**config.mk**
```make
export PLATFORM = sky130hd
export DESIGN_NAME = crc_frame_ctrl
export DESIGN_NICKNAME = d
export VERILOG_FILES = /design/src/rtl/crc_frame_ctrl.sv
export SDC_FILE = /design/constraint.sdc
export NUM_CORES = 1
export LEC_CHECK = 0
export CAP_MARGIN = 20
export CORE_MARGIN = 2
export CORE_UTILIZATION = 37
export DETAILED_ROUTE_END_ITERATION = 7
export SYNTH_ARGS = -nofsm -noshare
export SYNTH_HDL_FRONTEND = slang
export SYNTH_SLANG_ARGS = --single-unit
```
**constraint.sdc**
```tcl
create_clock -name CLK -period 2.4 [get_ports CLK]
set_clock_uncertainty 0.2 [all_clocks]
set_input_delay 0.36 -clock CLK [delete_from_list [all_inputs] [get_ports CLK]]
set_output_delay 0.36 -clock CLK [all_outputs]
set_load 0.01 [all_outputs]
```
**src/rtl/crc_frame_ctrl.sv**
```systemverilog
// crc_frame_ctrl: byte-stream front end and sequencer for a serial CRC engine.
// Serialises each accepted byte MSB-first onto crc_data with crc_active held,
// then collects CRC_W serial CRC bits back into a parallel result.
// Optional feature macro: CRC_CTRL_TIMEOUT_EN (WAIT-state timeout counter).
module crc_frame_ctrl #(
    parameter int unsigned CRC_W       = 8,
    parameter int unsigned MAX_BYTES   = 16,
    parameter int unsigned TIMEOUT_CYC = 32
) (
    input  logic                             CLK,
    input  logic                             rst_n,
    input  logic [7:0]                       in_data,
    input  logic                             in_valid,
    input  logic                             in_last,
    output logic                             in_ready,
    output logic                             crc_data,
    output logic                             crc_active,
    input  logic                             crc_bit,
    input  logic                             crc_valid,
    output logic [CRC_W-1:0]                 crc_result,
    output logic                             result_valid,
    output logic [$clog2(MAX_BYTES+1)-1:0]   frame_bytes,
    output logic                             busy,
    output logic                             error
);

    localparam int unsigned BW = $clog2(MAX_BYTES + 1);
    // One spare count so an overlength accept (MAX_BYTES+1) is representable.
    localparam int unsigned CW = $clog2(MAX_BYTES + 2);
    localparam int unsigned KW = $clog2(CRC_W + 1);
    localparam int unsigned DW = $clog2(2 * CRC_W + 1);

    typedef enum logic [2:0] {
        S_IDLE,
        S_SHIFT,
        S_WAIT,
        S_COLLECT,
        S_DONE,
        S_DRAIN
    } state_t;

    state_t            state_q, state_d;
    logic [7:0]        sreg_q, sreg_d;
    logic              last_q, last_d;
    logic [2:0]        bit_cnt_q, bit_cnt_d;
    logic [CW-1:0]     byte_cnt_q, byte_cnt_d;
    logic [CRC_W-1:0]  col_q, col_d;
    logic [KW-1:0]     col_cnt_q, col_cnt_d;
    logic [DW-1:0]     drain_cnt_q, drain_cnt_d;
    logic              vld_prev_q, vld_prev_d;
    logic [CRC_W-1:0]  crc_result_q, crc_result_d;
    logic [BW-1:0]     frame_bytes_q, frame_bytes_d;
    logic              error_q, error_d;
    logic              run_q, run_d;
    logic [CRC_W-1:0]  col_sh;

`ifdef CRC_CTRL_TIMEOUT_EN
    localparam int unsigned TW = $clog2(TIMEOUT_CYC + 1);
    logic [TW-1:0]     wait_cnt_q, wait_cnt_d;
`endif

    // Output decode: everything comes from flops, no input-to-output paths.
    always_comb begin
        crc_active   = (state_q == S_SHIFT);
        crc_data     = sreg_q[7];
        busy         = (state_q != S_IDLE);
        result_valid = (state_q == S_DONE);
        in_ready     = run_q && ((state_q == S_IDLE) ||
                       ((state_q == S_SHIFT) && (bit_cnt_q == 3'd7) && !last_q));
        error        = error_q;
        crc_result   = crc_result_q;
        frame_bytes  = frame_bytes_q;
    end

    // Next-state and datapath update.
    always_comb begin
        state_d       = state_q;
        sreg_d        = sreg_q;
        last_d        = last_q;
        bit_cnt_d     = bit_cnt_q;
        byte_cnt_d    = byte_cnt_q;
        col_d         = col_q;
        col_cnt_d     = col_cnt_q;
        drain_cnt_d   = drain_cnt_q;
        vld_prev_d    = crc_valid;
        crc_result_d  = crc_result_q;
        frame_bytes_d = frame_bytes_q;
        error_d       = 1'b0;
        run_d         = 1'b1;
        col_sh        = (col_q << 1) | CRC_W'(crc_bit);
`ifdef CRC_CTRL_TIMEOUT_EN
        wait_cnt_d    = wait_cnt_q;
`endif

        case (state_q)
            S_IDLE: begin
                if (in_valid && in_ready) begin
                    sreg_d     = in_data;
                    last_d     = in_last;
                    bit_cnt_d  = '0;
                    byte_cnt_d = CW'(1);
                    state_d    = S_SHIFT;
                end
            end

            S_SHIFT: begin
                sreg_d      = {sreg_q[6:0], 1'b0};
                bit_cnt_d   = bit_cnt_q + 3'd1;
                col_cnt_d   = '0;
                drain_cnt_d = '0;
`ifdef CRC_CTRL_TIMEOUT_EN
                wait_cnt_d  = '0;
`endif
                if (bit_cnt_q == 3'd7) begin
                    if (last_q) begin
                        state_d = S_WAIT;
                    end else if (in_valid) begin
                        sreg_d     = in_data;
                        last_d     = in_last;
                        bit_cnt_d  = '0;
                        byte_cnt_d = byte_cnt_q + CW'(1);
                        if (byte_cnt_d > CW'(MAX_BYTES)) begin
                            error_d = 1'b1;
                            state_d = S_DRAIN;
                        end
                    end else begin
                        error_d = 1'b1;
                        state_d = S_DRAIN;
                    end
                end
            end

            // WAIT and COLLECT share the capture path; they differ only in how
            // a cycle without crc_valid is treated. The result register is
            // loaded on the edge into DONE so it is already valid while
            // result_valid is high.
            S_WAIT, S_COLLECT: begin
                if (crc_valid) begin
                    col_d     = col_sh;
                    col_cnt_d = col_cnt_q + KW'(1);
                    if (col_cnt_d == KW'(CRC_W)) begin
                        crc_result_d  = col_sh;
                        frame_bytes_d = byte_cnt_q[BW-1:0];
                        state_d       = S_DONE;
                    end else begin
                        state_d = S_COLLECT;
                    end
                end else if (state_q == S_COLLECT) begin
                    error_d = 1'b1;
                    state_d = S_IDLE;
                end
`ifdef CRC_CTRL_TIMEOUT_EN
                else begin
                    if (wait_cnt_q == TW'(TIMEOUT_CYC - 1)) begin
                        error_d = 1'b1;
                        state_d = S_IDLE;
                    end else begin
                        wait_cnt_d = wait_cnt_q + TW'(1);
                    end
                end
`endif
            end

            S_DONE: begin
                state_d = S_IDLE;
            end

            S_DRAIN: begin
                if (vld_prev_q && !crc_valid) begin
                    frame_bytes_d = byte_cnt_q[BW-1:0];
                    state_d       = S_IDLE;
                end else if (crc_valid) begin
                    drain_cnt_d = '0;
                end else if (drain_cnt_q == DW'(2 * CRC_W - 1)) begin
                    frame_bytes_d = byte_cnt_q[BW-1:0];
                    state_d       = S_IDLE;
                end else begin
                    drain_cnt_d = drain_cnt_q + DW'(1);
                end
            end

            default: begin
                state_d = S_IDLE;
            end
        endcase
    end

    // State and datapath registers, asynchronous active-low reset.
    always_ff @(posedge CLK or negedge rst_n) begin
        if (!rst_n) begin
            state_q       <= S_IDLE;
            sreg_q        <= '0;
            last_q        <= 1'b0;
            bit_cnt_q     <= '0;
            byte_cnt_q    <= '0;
            col_q         <= '0;
            col_cnt_q     <= '0;
            drain_cnt_q   <= '0;
            vld_prev_q    <= 1'b0;
            crc_result_q  <= '0;
            frame_bytes_q <= '0;
            error_q       <= 1'b0;
            run_q         <= 1'b0;
        end else begin
            state_q       <= state_d;
            sreg_q        <= sreg_d;
            last_q        <= last_d;
            bit_cnt_q     <= bit_cnt_d;
            byte_cnt_q    <= byte_cnt_d;
            col_q         <= col_d;
            col_cnt_q     <= col_cnt_d;
            drain_cnt_q   <= drain_cnt_d;
            vld_prev_q    <= vld_prev_d;
            crc_result_q  <= crc_result_d;
            frame_bytes_q <= frame_bytes_d;
            error_q       <= error_d;
            run_q         <= run_d;
        end
    end

`ifdef CRC_CTRL_TIMEOUT_EN
    // WAIT-state timeout counter.
    always_ff @(posedge CLK or negedge rst_n) begin
        if (!rst_n) begin
            wait_cnt_q <= '0;
        end else begin
            wait_cnt_q <= wait_cnt_d;
        end
    end
`endif

endmodule

```
==> results.yml, run 1 <==
logic_synthesis:
  syn_area_um2: 2529
  avgSynthCellArea_um2: 10.45
  postSynthCellCount: 242
  yosysWarnings: 0
  ys_seq_elements: 52
  yosysSeqAreaShare_pct: 51.46
  syn-num-nets: 263
  synth_cell_types: 45
clock_network:
  clockBufferDepth: 2
  worst_skew_pair.late_latency_ns: 0.31
  cts_tree: "yes"
  cts_max_level: 2
  root_buffer: "clkbuf_8"
  cts_sinks: 52
  cts_buffers: 5
  clk_pin_slew_worst_paths_ns: 0.10
critical_path:
  crit_required_ns: 1.84
  r2r-end: "state_q[0]$_DFFE_PN0P_"
  path_class: "register to output pin"
  r2r-start: "drain_cnt_q[0]$_DFFE_PN0P_"
  crit_start: "state_q[1]$_DFFE_PN0P_"
  cp_max_fo: 6
  worstSetupEndpointType: "output pin"
  cp-start-kind: "register"
  arrival_ns: 1.75
  rr_worst_depth: 8
  rrSetupSlack_ns: 0.23
sta:
  finalSetupTns_ns: 0
  layout_min_cycle_time_ns: 2.313
  finalSetupViolCount: 0
  hold_viol: 0
  rsz0062_at_grt: "false"
  slew_violations: 0
  fin_crit_sh_pct: 96.39
  clock.fmax_ghz: 0.4323
drt:
  drt_first_pass_iters: 4
  vias_per_cell: 5.091
  drt.antenna.violating_nets: 0
  vias: 1909
  wl_um: 5051
  drtIter0Drc: 100
  routedWlPerCell_um: 13.47
  drc: 0
place:
  dp.cells: 363
  numPortBuffers: 32
  gp_congestion: 0.8562
  dp_hpwl_um: 3505
finish:
  insertedDiodeCount: 0
  utilization_pct: 47.39
  finalNonFillerCells: 375
  fin_nets: 315
  drive_gt1_share_pct: 17.97
  nFillCells: 641
  area_growth_pct: 25.93
outcome:
  status: "complete, no violations"
die:
  ios: 33
  die_h_um: 86.67
  rows: 30
  fp.coreArea_um2: 6719
  start_util_pct: 37.64
  die_w_um: 86.67
  fp.dieArea_um2: 7512
global_routing:
  grt_pass1_wl_um: 8625
  antenna_found_initial: 0
  overflow: 0
  grt_max_degree: 53
  first_global_vias: 1860
  track_usage_pct: 14.37
power_and_ir_drop:
  powerDensity_nw_per_um2: 877.1
  ir_drop_v: 0.0003225
  p_leak_nw: 1.510
min_path:
  hold_class: "register to register"
  min_from: "drain_cnt_q[4]$_DFFE_PN0P_"
  holdPathStages: 2
  hold_end: "drain_cnt_q[4]$_DFFE_PN0P_"
run:
  maxCapViolCount: 0
==> cell usage after synthesis <==
cell | count | area [µm²]
a211oi_1 | 1 | 7.510
o22ai_4 | 1 | 20.02
nand2_1 | 49 | 183.9
nand2b_1 | 4 | 25.02
clkbuf_1 | 3 | 11.26
dfrtp_1 | 52 | 1301
nand2_2 | 1 | 6.260
and3b_1 | 2 | 17.52
xor2_1 | 3 | 26.28
o211a_1 | 1 | 10.01
nor2b_2 | 1 | 8.760
mux2_1 | 1 | 11.26
o31ai_1 | 1 | 7.510
a21oi_1 | 6 | 30.03
nor4b_2 | 1 | 15.01
mux2i_1 | 8 | 80.08
nand3b_1 | 1 | 7.510
o21ai_1 | 1 | 5.000
a22oi_1 | 2 | 15.01
nor3b_4 | 1 | 18.77
buf_2 | 2 | 10.01
nand3_1 | 7 | 35.03
nand4b_1 | 1 | 8.760
inv_1 | 6 | 22.52
o22ai_1 | 1 | 6.260
nor2b_1 | 2 | 12.51
a211oi_2 | 1 | 12.51
mux2_4 | 5 | 75.07
a211o_1 | 2 | 17.52
and4_4 | 1 | 11.26
ha_1 | 7 | 87.58
o21ai_0 | 29 | 145.1
and2_1 | 3 | 18.77
and3_1 | 2 | 12.51
buf_4 | 1 | 7.510
nor3_1 | 5 | 25.02
conb_1 | 1 | 3.750
a311oi_1 | 1 | 8.760
nand4_1 | 2 | 12.51
nor2_1 | 8 | 30.03
a2bb2oi_2 | 1 | 15.01
a22o_1 | 4 | 35.03
mux2_2 | 8 | 90.09
or3_1 | 1 | 6.260
nor2_4 | 1 | 11.26
==> layout make-up <==
| type | instances | area [µm²] | share of cell area (%) |
|---|---|---|---|
| sequential | 52 | 1305 | 40.98 |
| clock buffer | 5 | 68.82 | 2.161 |
| inverter | 6 | 22.52 | 0.7073 |
| multi-input combinational | 178 | 1181 | 37.09 |
| tap | 80 | 100.1 | 3.143 |
| timing repair buffer | 51 | 484.2 | 15.21 |
| clock inverter | 3 | 22.52 | 0.7073 |
==> flip-flops by register name (all words and copies together) (netlist names), 3 cells and up <==
name         count
bit_cnt_q        3
byte_cnt_q       5
col_cnt_q        4
col_q            7
crc_result       8
drain_cnt_q      5
frame_bytes      5
sreg_q           8
state_q          3
==> power breakdown <==
| group | internal (W) | switching, W |
|---|---|---|
| Clock | 0.000210 | 0.000306 |
| Combinational | 0.000511 | 0.000534 |
| Sequential | 0.00106 | 0.000169 |
| Total | 0.00179 | 0.00101 |
==> per-layer routing <==
metal | GRT usage, % | wire, µm
met2 | 21.19 | 2123
met3 | 3.333 | 200
met1 | 20.74 | 2616
met4 | 4.972 | 110
met5 | 0 | 0
==> worst max path at each step <==
stage                                      endpoint  slack, ns
after CTS                                crc_active       0.02
final                                    crc_active       0.09
after detailed placement  crc_result[3]$_DFFE_PN0P_       0.10
after global routing                     crc_active      0.005
after global placement    crc_result[0]$_DFFE_PN0P_       0.15
after floorplan              state_q[0]$_DFFE_PN0P_       0.21
==> cell families after synthesis <==
kind of cell,after synthesis,share of synthesized area [%]
AOI/OAI and AO/OA,52,13.26
xor gates and xnor gates,3,1.039
adders and majority gates,7,3.463
buffers and inverters,12,2.029
DFF,52,51.46
muxes,22,10.14
other,1,0.1483
and+or+nand+nor,93,18.46
==> metrics by stage <==
step / hold slack [ns] / cell area (µm²) / power (W) / setup slack, ns
after floorplan: -0.1356 / 2529 / 0.001866 / 0.2141
after global placement: 0.1786 / 3053 / 0.002254 / 0.1521
after detailed placement: 0.1809 / 3053 / 0.002268 / 0.1040
after CTS: 0.2916 / 3154 / 0.002806 / 0.02457
after global routing: 0.3142 / 3184 / 0.003032 / 0.005248
final: 0.2806 / 3184 / 0.002793 / 0.08653
==> worst max-delay path, cell delays in order (launching register included) <==
cell and delay [ns]:
dfrtp_2 0.47, buf_4 0.17, nor3b_4 0.23, clkdlybuf4s50_1 0.57
==> cells in the final DEF (no fill, tap or decap), types with 2 or more instances in the layout <==
cell type / instances
xor2_1: 3
mux2i_1: 8
clkdlybuf4s50_1: 30
and3_1: 2
dfrtp_1: 49
clkbuf_8: 5
mux2_4: 5
a21oi_1: 6
buf_4: 16
buf_12: 2
a22oi_1: 2
o21ai_1: 2
nand2_1: 49
nand3_1: 7
o21ai_0: 28
nand4_1: 2
nor3_1: 4
and3b_1: 2
nor2_1: 8
mux2_2: 8
nand2b_1: 4
a211o_1: 2
dfrtp_2: 3
and2_1: 3
nor2b_1: 2
a22o_1: 4
ha_1: 7
inv_1: 6
==> what timing repair did <==
item                                   in CTS  in global routing
setup buffers                               0                  3
endpoints found under the hold margin      52                  0
setup endpoints to repair                   2                  3
hold buffers                                1                  0
gates resized for setup                     2                  4
Power figures use the tool's default switching activity.
==> run 2: changes to the inputs <==
--- a/config.mk
+++ b/config.mk
@@ -8,7 +8,9 @@
 export CAP_MARGIN = 20
 export CORE_MARGIN = 2
 export CORE_UTILIZATION = 37
+export CTS_BUF_LIST = sky130_fd_sc_hd__clkbuf_8 sky130_fd_sc_hd__clkbuf_16
 export DETAILED_ROUTE_END_ITERATION = 7
+export GPL_ROUTABILITY_DRIVEN = 0
 export SYNTH_ARGS = -nofsm -noshare
 export SYNTH_HDL_FRONTEND = slang
 export SYNTH_SLANG_ARGS = --single-unit
==> constraint.sdc (replaced) <==
create_clock -name CLK -period 2.6 [get_ports CLK]
set_clock_uncertainty 0.2 [all_clocks]
set_input_delay 0.39 -clock CLK [delete_from_list [all_inputs] [get_ports CLK]]
set_output_delay 0.39 -clock CLK [all_outputs]
set_load 0.01 [all_outputs]
==> run 2 against run 1 <==
Total power shrank 7.0%. Via count shrank 3.1%. Setup slack gained 0.036 ns. Design area shrank 2.1%. Combinational power shrank 17%. Cell count shrank 2.1%. Utilization shrank 1.0 points. Count of clock-buffer cells in the layout is the same. Register-to-register slack gained 0.09 ns. Critical path depth is the same.
==> results.yml, run 2 (synthesized netlist as in run 1, its figures left out) <==
outcome:
  status: "complete, no violations"
critical_path:
  path_class: "register to output pin"
  crit_required_ns: 2.01
  worstSetupEndpointType: "output pin"
  cp-start-kind: "register"
  cp_max_fo: 7
  arrival_ns: 1.89
drt:
  drt.antenna.violating_nets: 0
  vias_per_cell: 5.041
  drc: 0
  wl_um: 4913
  vias: 1850
  drt_first_pass_iters: 4
  drtIter0Drc: 67
  routedWlPerCell_um: 13.39
sta:
  fin_crit_sh_pct: 95.27
  slew_violations: 0
  layout_min_cycle_time_ns: 2.477
  rsz0062_at_grt: "false"
  finalSetupViolCount: 0
  max_slew_margin_pct: 61.04
  clock.fmax_ghz: 0.4037
  finalSetupTns_ns: 0
  hold_viol: 0
  tightestPinTransition_ns: 0.5844
place:
  numPortBuffers: 32
  place_area_um2: 2990
  dp_hpwl_um: 3509
finish:
  design_area_um2: 3117
  layout_commonest_cell: "dfrtp_1"
  final_cell_mix: "dfrtp_1 (51), nand2_1 (49), clkdlybuf4s50_1 (31), o21ai_0 (29), buf_4 (10)"
  fin_nets: 307
  drive_gt1_share_pct: 14.63
  utilization_pct: 46.39
  area_growth_pct: 23.26
  insertedDiodeCount: 0
die:
  fp.dieArea_um2: 7512
  start_util_pct: 37.64
  ios: 33
  fp.coreArea_um2: 6719
  die_h_um: 86.67
  die_w_um: 86.67
  rows: 30
clock_network:
  cts_tree: "yes"
  clockBufferDepth: 2
  cts_max_level: 2
  worst_skew_pair.late_latency_ns: 0.31
  root_buffer: "clkbuf_8"
  cts_sinks: 52
  cts_buffers: 5
  clk_pin_slew_worst_paths_ns: 0.10
  post-cts-setup-buffers: 0
global_routing:
  track_usage_pct: 14.12
  first_global_vias: 1814
  overflow: 0
  antenna_found_initial: 0
  grt_max_degree: 26
  grt_pass1_wl_um: 8431
power_and_ir_drop:
  powerDensity_nw_per_um2: 833.0
  ir_drop_v: 0.0002861
  p_total_w: 0.002596
  p_leak_nw: 1.465
min_path:
  hold_class: "register to register"
run:
  maxCapViolCount: 0
[run 2: worst max-delay path: stages (launching register included)]
cell	delay, ns
dfrtp_1	0.50
buf_4	0.21
nor3_1	0.27
clkdlybuf4s50_1	0.60
[run 2: timing repair]
action,CTS,global route
resized for setup,1,0
hold endpoints to repair,23,0
hold buffers,1,0
setup endpoints to repair,1,0
[run 2: area by class of cell]
| cell class | instances | area (µm²) |
|---|---|---|
| multi-input cells | 178 | 1176 |
| clock buffers | 5 | 68.82 |
| well taps | 80 | 100.1 |
| clock inverters | 3 | 46.29 |
| inverters | 6 | 22.52 |
| fillers | 640 | 3602 |
| flip-flops and latches | 52 | 1303 |
| repair buffers | 43 | 400.4 |
[run 2: final timing paths]
path	start	end	slack, ns	cells past startpoint
setup / recovery	state_q[1]$_DFFE_PN0P_	result_valid	0.12	3
hold / removal	drain_cnt_q[3]$_DFFE_PN0P_	drain_cnt_q[3]$_DFFE_PN0P_	0.29	1
setup reg to reg	drain_cnt_q[0]$_DFFE_PN0P_	state_q[0]$_DFFE_PN0P_	0.32	8
hold reg to reg	drain_cnt_q[3]$_DFFE_PN0P_	drain_cnt_q[3]$_DFFE_PN0P_	0.29	1
max in group asynchronous	rst_n	state_q[2]$_DFFE_PN0P_	1.17	3
min in group asynchronous	rst_n	drain_cnt_q[4]$_DFFE_PN0P_	0.40	2
[run 2: per-layer routing]
layer  global-route usage (%)  vias up  wire [µm]
li1                         -      937          -
met1                    20.76      873       2560
met2                    20.98       33       2120
met3                    2.857        7        157
met4                    4.261        0         74
met5                        0        -          0
[run 2: report_power, final]
| part | switching (W) | internal, W |
|---|---|---|
| combinational | 0.000446 | 0.000418 |
| clock | 0.000286 | 0.000290 |
| sequential | 0.000177 | 0.000980 |
| total | 0.000909 | 0.00169 |
[run 2: stage by stage]
stage,cells,setup WS (ns),hold slack (ns)
CTS,367,0.1324,0.2866
global placement,358,0.1816,0.2310
detailed placement,358,0.1238,0.2384
floorplan,242,0.4141,-0.1056
finish,367,0.1230,0.2868
global route,367,0.02338,0.2993
